## src/rtl/ps2_mouse_device_sm_pkg.sv

```systemverilog
// Shared constants and state encoding for the PS/2 mouse device model.
// Command bytes from the host, response bytes to the host, and the control FSM states.
package ps2_mouse_device_sm_pkg;

  localparam logic [7:0] CMD_RESET    = 8'hFF;
  localparam logic [7:0] CMD_ENABLE   = 8'hF4;
  localparam logic [7:0] CMD_DISABLE  = 8'hF5;
  localparam logic [7:0] CMD_SET_RATE = 8'hF3;
  localparam logic [7:0] CMD_GET_ID   = 8'hF2;

  localparam logic [7:0] ACK      = 8'hFA;
  localparam logic [7:0] RESEND   = 8'hFE;
  localparam logic [7:0] BAT_OK   = 8'hAA;
  localparam logic [7:0] ID_STD   = 8'h00;
  localparam logic [7:0] ID_WHEEL = 8'h03;

  localparam logic [7:0] RATE_DEFAULT = 8'h64;

  typedef enum logic [3:0] {
    ST_BAT_WAIT,
    ST_SEND_AA,
    ST_SEND_ID,
    ST_IDLE,
    ST_ACK,
    ST_RESP,
    ST_RATE_ARG,
    ST_PKT0,
    ST_PKT1,
    ST_PKT2,
    ST_PKT3
  } state_t;

  typedef struct packed {
    logic [2:0] buttons;
    logic [8:0] dx;
    logic [8:0] dy;
    logic [3:0] dz;
  } move_t;

  // States that own the transmitter: SEND_BYTE pulse through BYTE_SENT.
  function automatic logic is_send(input state_t s);
    return s inside {ST_SEND_AA, ST_SEND_ID, ST_ACK, ST_RESP,
                     ST_PKT0, ST_PKT1, ST_PKT2, ST_PKT3};
  endfunction

endpackage

```

## src/rtl/ps2_mouse_device_sm_packet_builder.sv

```systemverilog
// Forms the four movement-packet bytes from a latched movement sample.
module ps2_packet_builder
  import ps2_mouse_device_sm_pkg::*;
(
  input  move_t            sample,
  output logic [3:0][7:0]  pkt_bytes
);

  always_comb begin
    pkt_bytes[0] = {2'b00, sample.dy[8], sample.dx[8], 1'b1, sample.buttons};
    pkt_bytes[1] = sample.dx[7:0];
    pkt_bytes[2] = sample.dy[7:0];
    pkt_bytes[3] = {{4{sample.dz[3]}}, sample.dz};
  end

endmodule

```

## src/rtl/ps2_mouse_device_sm.sv

```systemverilog
// Device end of the PS/2 mouse host protocol: command responses, BAT sequence,
// IntelliMouse unlock tracking and 3/4-byte movement packet streaming.
module ps2_mouse_device_sm
  import ps2_mouse_device_sm_pkg::*;
#(
  parameter int BAT_DELAY = 25_000_000
) (
  input  logic       CLK,
  input  logic       RESET,
  output logic       READ_ENABLE,
  input  logic       BYTE_READY,
  input  logic [7:0] BYTE_READ,
  input  logic [1:0] BYTE_ERROR_CODE,
  output logic       SEND_BYTE,
  output logic [7:0] BYTE_TO_SEND,
  input  logic       BYTE_SENT,
  input  logic       MOVE_VALID,
  output logic       MOVE_ACCEPT,
  input  logic [2:0] MOVE_BUTTONS,
  input  logic [8:0] MOVE_DX,
  input  logic [8:0] MOVE_DY,
  input  logic [3:0] MOVE_DZ,
  output logic       STREAMING,
  output logic       INTELLIMOUSE,
  output logic [7:0] SAMPLE_RATE
);

  state_t          state_q, state_d;
  state_t          after_q, after_d;
  logic            sent_q, sent_d;
  logic [31:0]     cnt_q, cnt_d;
  logic [7:0]      resp_q, resp_d;
  logic            pend_q, pend_d;
  logic [7:0]      pend_byte_q, pend_byte_d;
  logic [1:0]      pend_err_q, pend_err_d;
  logic            stream_q, stream_d;
  logic            intelli_q, intelli_d;
  logic [7:0]      rate_q, rate_d;
  logic [2:0][7:0] hist_q, hist_d;
  move_t           move_q, move_d;

  logic            send_st, tx_done, abort, cmd_vld, cmd_ok;
  logic [7:0]      cmd_byte;
  logic [3:0][7:0] pkt_bytes;

  ps2_packet_builder u_pkt (
    .sample    (move_q),
    .pkt_bytes (pkt_bytes)
  );

  // A byte held in the pending register is served before a fresh one.
  assign send_st  = is_send(state_q);
  assign cmd_vld  = BYTE_READY | pend_q;
  assign cmd_byte = pend_q ? pend_byte_q : BYTE_READ;
  assign cmd_ok   = ((pend_q ? pend_err_q : BYTE_ERROR_CODE) == 2'b00);
  assign abort    = pend_q | BYTE_READY;

  assign READ_ENABLE  = !RESET && !send_st;
  assign STREAMING    = stream_q;
  assign INTELLIMOUSE = intelli_q;
  assign SAMPLE_RATE  = rate_q;

  always_comb begin
    BYTE_TO_SEND = 8'h00;
    case (state_q)
      ST_SEND_AA: BYTE_TO_SEND = BAT_OK;
      ST_SEND_ID: BYTE_TO_SEND = ID_STD;
      ST_ACK:     BYTE_TO_SEND = ACK;
      ST_RESP:    BYTE_TO_SEND = resp_q;
      ST_PKT0:    BYTE_TO_SEND = pkt_bytes[0];
      ST_PKT1:    BYTE_TO_SEND = pkt_bytes[1];
      ST_PKT2:    BYTE_TO_SEND = pkt_bytes[2];
      ST_PKT3:    BYTE_TO_SEND = pkt_bytes[3];
      default:    BYTE_TO_SEND = 8'h00;
    endcase
  end

  always_comb begin
    state_d     = state_q;
    after_d     = after_q;
    sent_d      = sent_q;
    cnt_d       = cnt_q;
    resp_d      = resp_q;
    pend_d      = pend_q;
    pend_byte_d = pend_byte_q;
    pend_err_d  = pend_err_q;
    stream_d    = stream_q;
    intelli_d   = intelli_q;
    rate_d      = rate_q;
    hist_d      = hist_q;
    move_d      = move_q;
    SEND_BYTE   = 1'b0;
    MOVE_ACCEPT = 1'b0;
    tx_done     = 1'b0;

    if (send_st) begin
      SEND_BYTE = !sent_q;
      sent_d    = 1'b1;
      if (BYTE_READY && !pend_q) begin
        pend_d      = 1'b1;
        pend_byte_d = BYTE_READ;
        pend_err_d  = BYTE_ERROR_CODE;
      end
      if (sent_q && BYTE_SENT) begin
        tx_done = 1'b1;
        sent_d  = 1'b0;
      end
    end

    case (state_q)
      ST_BAT_WAIT: begin
        if (cnt_q == 32'(BAT_DELAY - 1)) begin
          cnt_d   = '0;
          state_d = ST_SEND_AA;
        end else begin
          cnt_d = cnt_q + 32'd1;
        end
      end
      ST_SEND_AA: if (tx_done) state_d = ST_SEND_ID;
      ST_SEND_ID: if (tx_done) state_d = ST_IDLE;
      ST_ACK:     if (tx_done) state_d = after_q;
      ST_RESP:    if (tx_done) state_d = ST_IDLE;
      ST_IDLE: begin
        if (cmd_vld) begin
          pend_d  = 1'b0;
          state_d = ST_ACK;
          after_d = ST_IDLE;
          if (!cmd_ok) begin
            state_d = ST_RESP;
            resp_d  = RESEND;
          end else begin
            case (cmd_byte)
              CMD_RESET: begin
                after_d   = ST_BAT_WAIT;
                stream_d  = 1'b0;
                intelli_d = 1'b0;
                rate_d    = RATE_DEFAULT;
                hist_d    = '0;
              end
              CMD_ENABLE:   stream_d = 1'b1;
              CMD_DISABLE:  stream_d = 1'b0;
              CMD_SET_RATE: after_d  = ST_RATE_ARG;
              CMD_GET_ID: begin
                after_d = ST_RESP;
                resp_d  = intelli_q ? ID_WHEEL : ID_STD;
              end
              default: begin
                state_d = ST_RESP;
                resp_d  = RESEND;
              end
            endcase
          end
        end else if (stream_q && MOVE_VALID) begin
          MOVE_ACCEPT = 1'b1;
          move_d      = '{buttons: MOVE_BUTTONS, dx: MOVE_DX, dy: MOVE_DY, dz: MOVE_DZ};
          state_d     = ST_PKT0;
        end
      end
      ST_RATE_ARG: begin
        if (cmd_vld) begin
          pend_d = 1'b0;
          if (!cmd_ok) begin
            state_d = ST_RESP;
            resp_d  = RESEND;
          end else begin
            // hist[0] is the newest rate; 200,100,80 in order unlocks the wheel.
            rate_d  = cmd_byte;
            hist_d  = {hist_q[1:0], cmd_byte};
            if (hist_q[1] == 8'd200 && hist_q[0] == 8'd100 && cmd_byte == 8'd80)
              intelli_d = 1'b1;
            state_d = ST_ACK;
            after_d = ST_IDLE;
          end
        end
      end
      ST_PKT0: if (tx_done) state_d = abort ? ST_IDLE : ST_PKT1;
      ST_PKT1: if (tx_done) state_d = abort ? ST_IDLE : ST_PKT2;
      ST_PKT2: if (tx_done) state_d = (abort || !intelli_q) ? ST_IDLE : ST_PKT3;
      ST_PKT3: if (tx_done) state_d = ST_IDLE;
      default: state_d = ST_BAT_WAIT;
    endcase
  end

  always_ff @(posedge CLK) begin
    if (RESET) begin
      state_q     <= ST_BAT_WAIT;
      after_q     <= ST_IDLE;
      sent_q      <= 1'b0;
      cnt_q       <= '0;
      resp_q      <= 8'h00;
      pend_q      <= 1'b0;
      pend_byte_q <= 8'h00;
      pend_err_q  <= 2'b00;
      stream_q    <= 1'b0;
      intelli_q   <= 1'b0;
      rate_q      <= RATE_DEFAULT;
      hist_q      <= '0;
      move_q      <= '0;
    end else begin
      state_q     <= state_d;
      after_q     <= after_d;
      sent_q      <= sent_d;
      cnt_q       <= cnt_d;
      resp_q      <= resp_d;
      pend_q      <= pend_d;
      pend_byte_q <= pend_byte_d;
      pend_err_q  <= pend_err_d;
      stream_q    <= stream_d;
      intelli_q   <= intelli_d;
      rate_q      <= rate_d;
      hist_q      <= hist_d;
      move_q      <= move_d;
    end
  end

endmodule

```

## config.mk

```make
export PLATFORM = sky130hd
export DESIGN_NAME = ps2_mouse_device_sm
export DESIGN_NICKNAME = d
export VERILOG_FILES = /design/src/rtl/ps2_mouse_device_sm_pkg.sv /design/src/rtl/ps2_mouse_device_sm_packet_builder.sv /design/src/rtl/ps2_mouse_device_sm.sv
export SDC_FILE = /design/constraint.sdc
export NUM_CORES = 1
export LEC_CHECK = 0
export CELL_PAD_IN_SITES_DETAIL_PLACEMENT = 0
export CELL_PAD_IN_SITES_GLOBAL_PLACEMENT = 1
export CORE_MARGIN = 1.5
export CORE_UTILIZATION = 46
export CTS_BUF_LIST = sky130_fd_sc_hd__clkbuf_2
export CTS_CLUSTER_DIAMETER = 30
export CTS_CLUSTER_SIZE = 24
export DETAILED_ROUTE_END_ITERATION = 6
export GPL_TIMING_DRIVEN = 0
export PLACE_DENSITY = 0.95
export SLEW_MARGIN = 20
export SYNTH_ARGS = -nofsm -noshare
export SYNTH_HDL_FRONTEND = slang
export SYNTH_SLANG_ARGS = --single-unit
```

## constraint.sdc

```tcl
create_clock -name CLK -period 5.4 [get_ports CLK]
set_clock_uncertainty 0.15 [all_clocks]
set_input_delay 1.35 -clock CLK [delete_from_list [all_inputs] [get_ports CLK]]
set_output_delay 1.35 -clock CLK [all_outputs]
set_load 0.01 [all_outputs]
```

==> summary.md, run 1 <==
| Metric | Value |
|---|---|
| Crit path launch | BYTE_READY |
| Synth Area in Adders | 0.2581% |
| Synthesized area per cell | ~8.0 um2 |
| Slew Viols, Final | 0 |
| Fin cells | between 800 and 900 |
| Dominant cell by count in the synthesized netlist | nand2_1 |
| Final net count | between 700 and 800 |
| Status | finished clean |
| RSZ-0062 raised after global routing | no |
| Avg Vias per Cell | about 5.6 |
| Mux contribution to synthesized area | under 10% |
| Maximum vdd drop | roughly 0.00017 V |
| Fin crit period | 5.130 ns |
| WP data required | 3.90 ns |
| Hold Path Class | reg2reg |
| Initial core utilization | around 47% |
| Simple-gate share of the synthesized area | between 20% and 30% |
| Setup TNS | 0 ns |
| Chip Width | approximately 110 um |
| Total Wirelength | ~12000 um |
| Routability Congestion | 0.9066 |
| Die Y | around 110 um |
| Rel. slew slack | a little over a quarter |
| Clk buf depth | 2 |
| Placed Cells | around 800 |
| Worst Setup Slack, final | ~0.27 ns |
| Top cells by area in the synthesized netlist | dfxtp_1 (41%), nand2_1 (7.8%), a21oi_1 (6.6%) |
| Power density over the cells | 294.9 nW/um2 |
| Syn Nets | between 600 and 700 |
| FF+latch area | between 2000 and 2500 um2 |
| Port bufs | 59 |
| Antenna Nets Post-Route | 0 |
| Final hold vios | 0 |
| Post-synth EDFFs | 0 |
| Initial antenna violation count | 0 |
| Synthesized area | 4847 um2 |
| Dominant cell type by area after synthesis | dfxtp_1 |
| FFs w/ async S/R, synth | 0% |
| Global-route wire length before repair | 20760 um |
| Worst-Skew Late Latency | between 0.5 and 0.6 ns |
| CTS Buf Count | 9 |
| Share of layout cells above drive strength 1 | 7.018% |
| Leak | ~0.0019 uW |
| Vias in the first global route | around 4400 |
| Xor/xnor share of the synthesized area | just under 5% |
| FMAX | between 150 and 200 MHz |
| Pre-CTS WS | around 0.16 ns |
| Max Fanout on Critical Path | 10 |
| Final worst path period share | 94.99% |
| Post-CTS Hold Buffers | 0 |
| Sequential area share after synthesis | about two fifths |
| Post-CTS setup buffer count | 0 |
| Critical path launch point type | input pin |
| CTS tree | yes |
| Pre-antenna DRT Iters | 5 |
| Grt ovf | 0 |
| Yosys cell types | between 50 and 60 |
| Core Area | 10280 um2 |
| DIE AREA | between 10000 and 15000 um2 |
| Synth Warn # | 0 |
| Root Buffer | clkbuf_2 |
| Top_reg_cell synth | dfxtp_1 |
| Combinational family with the most area after synthesis | simple AND/OR/NAND/NOR gates |
| CP arrival | 3.63 ns |
| Synth Area in Compound Gates | ~15% |
| Via Count | 4599 |
| Post-DP Area | 5608 um2 |
| #FFs+latches synth | 100 |
| Area delta synth->final | 18.17% |
| Largest net degree at the start of global routing | 18 |
| Crit end category | output port |
| IO Count | 61 |
| Site row count | 37 |
| Utilization after layout | 55.73% |
| Critical path class | in2out |
| FF-to-FF Start | state_q[2] |
| Final instance area | 5728 um2 |
| Fillers | between 900 and 1000 |
| Slew @ Worst Pin | 1.091 ns |
| Gate Count Post-Synth | 609 |
| Area of the multi-input gates | roughly 2600 um2 |
| Max-cap violations | 0 |
| CTS H-Tree Depth | 3 |
| Post-route DRC violation count | 0 |
| Clock sink total | 100 |
| DRT iter0 DRCs | between 300 and 400 |
| Inserted Diodes | 0 |
| Final setup violation count | 0 |
| Clock-pin slew on the worst setup and hold paths | between 0.2 and 0.3 ns |
| Min-delay src | hist_q[9] |
| Post-synth top area share | approximately two fifths |
| Hpwl dp | roughly 9400 um |
| Commonest cells post-synth | nand2_1 (101), dfxtp_1 (100), a21oi_1 (64) |
| Routed wire per std cell | between 15 and 20 um |
| Global Route Usage Sum | a little under a quarter |
-- layout by cell type (no fill, tap or decap), drive strengths merged, types with 3 or more instances in the layout --
master and count:
clkbuf 28, clkdlybuf4s50 59, nor4 9, o21ai 20, o31ai 4, inv 10, buf 19, a31oi 4
or3 6, o22ai 3, nand3b 4, nand3 44, a221oi 7, mux2i 18, nand2 101, nand4 12
or4 3, nor3 13, and4 4, o211ai 3, dfxtp 100, nor4b 3, and3 7, clkinv 4
nor2b 5, a21oi 64, mux2 10, xnor2 6, xor2 21, nor2 61
-- final cells by class --
class	count	area share (%)
Multi-Input combinational cell	461	45.94
Sequential cell	100	34.95
Timing Repair Buffer	59	10.31
Buffer	38	3.124
Tap cell	136	2.971
Clock inverter	7	1.267
Clock buffer	9	0.7864
Inverter	10	0.6553
-- per-stage QoR --
step                hold slack [ns]  power [uW]
floorplan                    0.2771        1146
global placement             0.2867        1314
detailed placement           0.2963        1322
CTS                          0.3240        1692
global route                 0.3448        1770
finish                       0.3241        1689
-- power by group --
| group | switching [uW] | internal [uW] |
|---|---|---|
| Sequential | 26.9 | 775 |
| Clock | 263 | 108 |
| Combinational | 284 | 232 |
| Total | 574 | 1120 |
-- cell families after synthesis --
kind of cell / after synthesis
AND/OR/NAND/NOR: 282
AO/OA/AOI/OAI: 123
flip-flops: 100
buffers and inverters: 48
multiplexers: 28
XOR/XNOR: 27
adder cells (fa/ha/maj): 1
-- worst max-delay path, cell delays in order --
cell             delay, ns
clkdlybuf4s50_1       0.56
nor2_2                0.31
nand4_1               0.33
clkinv_1              0.24
buf_2                 0.25
clkdlybuf4s50_1       0.58
-- per-layer routing --
metal	part of all wire, %	up-vias	GRT usage [%]
li1	-	2300	-
met1	49	2167	31.29
met2	46	110	36.73
met3	3.3	22	3.401
met4	1.8	0	8.301
met5	0	-	0
-- sequential cells by signal, indices dropped and copies added, names as in the netlist, 3 cells and up --
| signal | cells |
|---|---|
| SAMPLE_RATE | 7 |
| after_q | 3 |
| cnt_q | 32 |
| hist_q | 12 |
| move_q | 25 |
| pend_byte_q | 8 |
| resp_q | 3 |
| state_q | 4 |
-- what timing repair did --
item / CTS / global route
endpoints found under the hold margin: 0 / 0
resized for setup: 0 / 1
setup endpoints to repair: 0 / 1
-- worst paths after layout --
kind              slack (ns)  cells after the start              to
setup / recovery        0.27                      6     MOVE_ACCEPT
hold / removal          0.32                      2       hist_q[9]
hold reg to reg         0.32                      2       hist_q[9]
setup reg to reg        2.56                      8  SAMPLE_RATE[0]
Note: power is estimated with default switching activity, not from simulation.
==> run 2, diff against run 1 <==
--- a/config.mk
+++ b/config.mk
@@ -5,10 +5,11 @@
 export SDC_FILE = /design/constraint.sdc
 export NUM_CORES = 1
 export LEC_CHECK = 0
+export ABC_AREA = 1
 export CELL_PAD_IN_SITES_DETAIL_PLACEMENT = 0
 export CELL_PAD_IN_SITES_GLOBAL_PLACEMENT = 1
 export CORE_MARGIN = 1.5
-export CORE_UTILIZATION = 46
+export CORE_UTILIZATION = 45
 export CTS_BUF_LIST = sky130_fd_sc_hd__clkbuf_2
 export CTS_CLUSTER_DIAMETER = 30
 export CTS_CLUSTER_SIZE = 24
==> run 2 against run 1 <==
  * Worst hold slack better by 0.0047 ns
  * Total power is 28% lower
  * Register-to-register slack better by 0.39 ns
  * Count of clock-buffer cells in the layout stayed put
  * Via count is 13% higher
  * Sequential cell count stayed put
  * Critical path depth is 2 higher
  * Critical path type unchanged
  * Largest power group unchanged
==> summary.md, run 2 <==
| Metric | Value |
|---|---|
| Global-route wire length before repair | 22840 um (was 20760 um) |
| #FFs+latches synth | 100 (unchanged) |
| Setup TNS | 0 ns (unchanged) |
| Top cells by area in the synthesized netlist | dfxtp_1 (38%), nor2_1 (12%), nand2_1 (12%) (was dfxtp_1 (41%), nand2_1 (7.8%), a21oi_1 (6.6%)) |
| Final setup violation count | 0 (unchanged) |
| Port bufs | 59 (unchanged) |
| Vias in the first global route | 4955 (was 4434) |
| Post-synth top area share | 37.95% (was 41.30%) |
| Syn Nets | 831 (was 650) |
| WP data required | 3.90 ns (about the same) |
| Post-route DRC violation count | 0 (unchanged) |
| Grt ovf | 0 (unchanged) |
| Die Y | 111.3 um (was 105.7 um) |
| Hold Crit Endpoint | pend_byte_q[0] (was hist_q[9]) |
| Max-cap violations | 0 (unchanged) |
| Post-synth EDFFs | 0 (unchanged) |
| Slew @ Worst Pin | 0.5920 ns (was 1.091 ns) |
| FF-to-FF Start | cnt_q[0] (was state_q[2]) |
| Antenna Nets Post-Route | 0 (unchanged) |
| Crit Reg-Reg Endpoint | cnt_q[22] (was SAMPLE_RATE[0]) |
| Final hold vios | 0 (unchanged) |
| Post_cts resized | 0 (unchanged) |
| Post-CTS setup buffer count | 0 (unchanged) |
| IO Count | 61 (unchanged) |
| FFs w/ async S/R, synth | 0% (unchanged) |
| Yosys cell types | 43 (was 56) |
| Final worst path period share | 95.56% (was 94.99%) |
| Max reg flops | 32 (unchanged) |
| Reg with most FFs | cnt_q (unchanged) |
| CTS tree | yes (unchanged) |
| Biggest registers after layout | cnt_q (32), move_q (25), hist_q (12) (unchanged) |
| Power density over the cells | 196.2 nW/um2 (was 294.9 nW/um2) |
| Min-delay src | pend_byte_q[0] (was hist_q[9]) |
| CP arrival | 3.66 ns (was 3.63 ns) |
| Routed wl met3 | 559 um (was 411 um) |
| Core Area | 11420 um2 (was 10280 um2) |
| Share of layout cells above drive strength 1 | 7.746% (was 7.018%) |
| Post-route met1 wirelength | 6388 um (was 6146 um) |
| Maximum vdd drop | 0.0001540 V (was 0.0001723 V) |
| Routability Congestion | 0.9026 (was 0.9066) |
| Pre-antenna DRT Iters | 5 (unchanged) |
| R2R setup slack | 2.95 ns (was 2.56 ns) |
| Fin crit period | 5.160 ns (was 5.130 ns) |
| RSZ-0062 raised after global routing | no (unchanged) |
| Gate Count Post-Synth | 790 (was 609) |
| Synthesized area per cell | 6.677 um2 (was 7.959 um2) |
| Clock-pin slew on the worst setup and hold paths | 0.29 ns (was 0.28 ns) |
| Hpwl dp | 10610 um (was 9426 um) |
| Met2 WL | 6595 um (was 5707 um) |
| DIE AREA | 12380 um2 (was 11160 um2) |
| Final net count | 901 (was 720) |
| Clock sink total | 100 (unchanged) |
| Worst R2R Path Depth | 11 (was 8) |
| Top_reg_cell synth | dfxtp_1 (unchanged) |
| Hold Path Class | reg2reg (unchanged) |
| CTS H-Tree Depth | 3 (unchanged) |
| Crit end category | output port (unchanged) |
| Initial core utilization | 46.20% (was 47.16%) |
| Global Route Usage Sum | 22.55% (was 22.91%) |
| Max Fanout on Critical Path | 10 (unchanged) |
| DRT iter0 DRCs | 321 (was 327) |
| Highest metal used | met4 (unchanged) |
| Leak | 0.002410 uW (was 0.001908 uW) |
| Commonest non-fill, non-tap cell in the layout | nor2_1 (was nand2_1) |
| Post-CTS Hold Buffers | 0 (unchanged) |
| Root Buffer | clkbuf_2 (unchanged) |
| Area delta synth->final | 17.01% (was 18.17%) |
| Critical path launch point type | input pin (unchanged) |
| Synthesized area | 5275 um2 (was 4847 um2) |
| Routed wire per std cell | 13.66 um (was 15.24 um) |
| Largest net degree at the start of global routing | 19 (was 18) |
| Commonest cells post-synth | nor2_1 (174), nand2_1 (165), dfxtp_1 (100) (was nand2_1 (101), dfxtp_1 (100), a21oi_1 (64)) |
| Utilization after layout | 54.05% (was 55.73%) |
| Clk buf depth | 2 (unchanged) |
| Total Power | 1211 uW (was 1689 uW) |
| Most frequent cells in the layout | nor2_1 (174), nand2_1 (165), dfxtp_1 (100) (was nand2_1 (101), dfxtp_1 (100), a21oi_1 (64)) |
| Dominant cell type by area after synthesis | dfxtp_1 (unchanged) |
| CTS Buf Count | 9 (unchanged) |
| Total Wirelength | 13790 um (was 12490 um) |
| FMAX | 193.8 MHz (was 194.9 MHz) |
| Worst-Skew Late Latency | 0.60 ns (was 0.56 ns) |
| Via Count | 5199 (was 4599) |
| Avg Vias per Cell | 5.153 (was 5.609) |
| Hold path depth | 2 (unchanged) |
| Synth Warn # | 0 (unchanged) |
| Critical path class | in2out (unchanged) |
| Initial antenna violation count | 1 (was 0) |
| Sequential area share after synthesis | 37.95% (was 41.30%) |
| Dominant cell by count in the synthesized netlist | nor2_1 (was nand2_1) |
| Site row count | 39 (was 37) |
| Chip Width | 111.3 um (was 105.7 um) |
| Rel. slew slack | 60.53% (was 26.63%) |
| Slew Viols, Final | 0 (unchanged) |
| Status | finished clean (unchanged) |
-- run 2: final cells by class --
cell class / count / area [um2]
antenna: 1 / 2.502
buffer: 33 / 198.9
clock buffer: 9 / 45.04
clock inverter: 7 / 80.08
fill: 1202 / 5246
inverter: 67 / 254.0
multi-input combinational: 590 / 2820
sequential: 100 / 2002
tap: 143 / 178.9
timing repair buffer: 59 / 590.6
-- run 2: worst max-delay path by stage --
stage / end / depth (start not counted) / slack (ns) / startpoint
finish: MOVE_ACCEPT / 8 / 0.24 / BYTE_READY
global route: MOVE_ACCEPT / 8 / 0.06 / BYTE_READY
CTS: MOVE_ACCEPT / 8 / 0.23 / BYTE_READY
detailed placement: MOVE_ACCEPT / 8 / 0.24 / BYTE_READY
global placement: MOVE_ACCEPT / 8 / 0.26 / BYTE_READY
floorplan: MOVE_ACCEPT / 6 / 1.64 / BYTE_READY
-- run 2: per-stage QoR --
step / setup WS [ns] / instances / area, um2 / hold WS (ns)
3_3_place_gp: 0.2565 / 992 / 6045 / 0.2951
3_5_place_dp: 0.2430 / 992 / 6045 / 0.3008
4_1_cts: 0.2335 / 1008 / 6170 / 0.3301
2_1_floorplan: 1.636 / 790 / 5275 / 0.2798
5_1_grt: 0.06173 / 1009 / 6172 / 0.3438
6_report: 0.2397 / 1009 / 6172 / 0.3288
-- run 2: logic make-up after synthesis --
kind of cell | Yosys count | synth area share [%]
AND/OR/NAND/NOR | 449 | 36.88
AO/OA/AOI/OAI | 116 | 12.36
buffers and inverters | 100 | 8.586
flip-flops | 100 | 37.95
XOR/XNOR | 24 | 3.985
adder cells (fa/ha/maj) | 1 | 0.2372
-- run 2: routing by layer --
metal  up-vias  GRT usage, %
li1       2680             -
met1      2385         29.14
met2       112         38.36
met3        22         4.046
met4         0         6.751
met5         -             0
-- run 2: where the power goes --
group	switching (uW)	leakage [uW]	internal [uW]
clock	275	0.0000752	115
sequential	1.86	0.000806	743
combinational	39.6	0.00153	36.4
total	316	0.00241	895
-- run 2: worst max-delay path, stage by stage --
cell and delay (ns):
clkdlybuf4s50_1 0.47, nor2_2 0.25, inv_1 0.19, nor2_1 0.18, nand2_1 0.23, inv_2 0.18, buf_2 0.23, clkdlybuf4s50_1 0.57
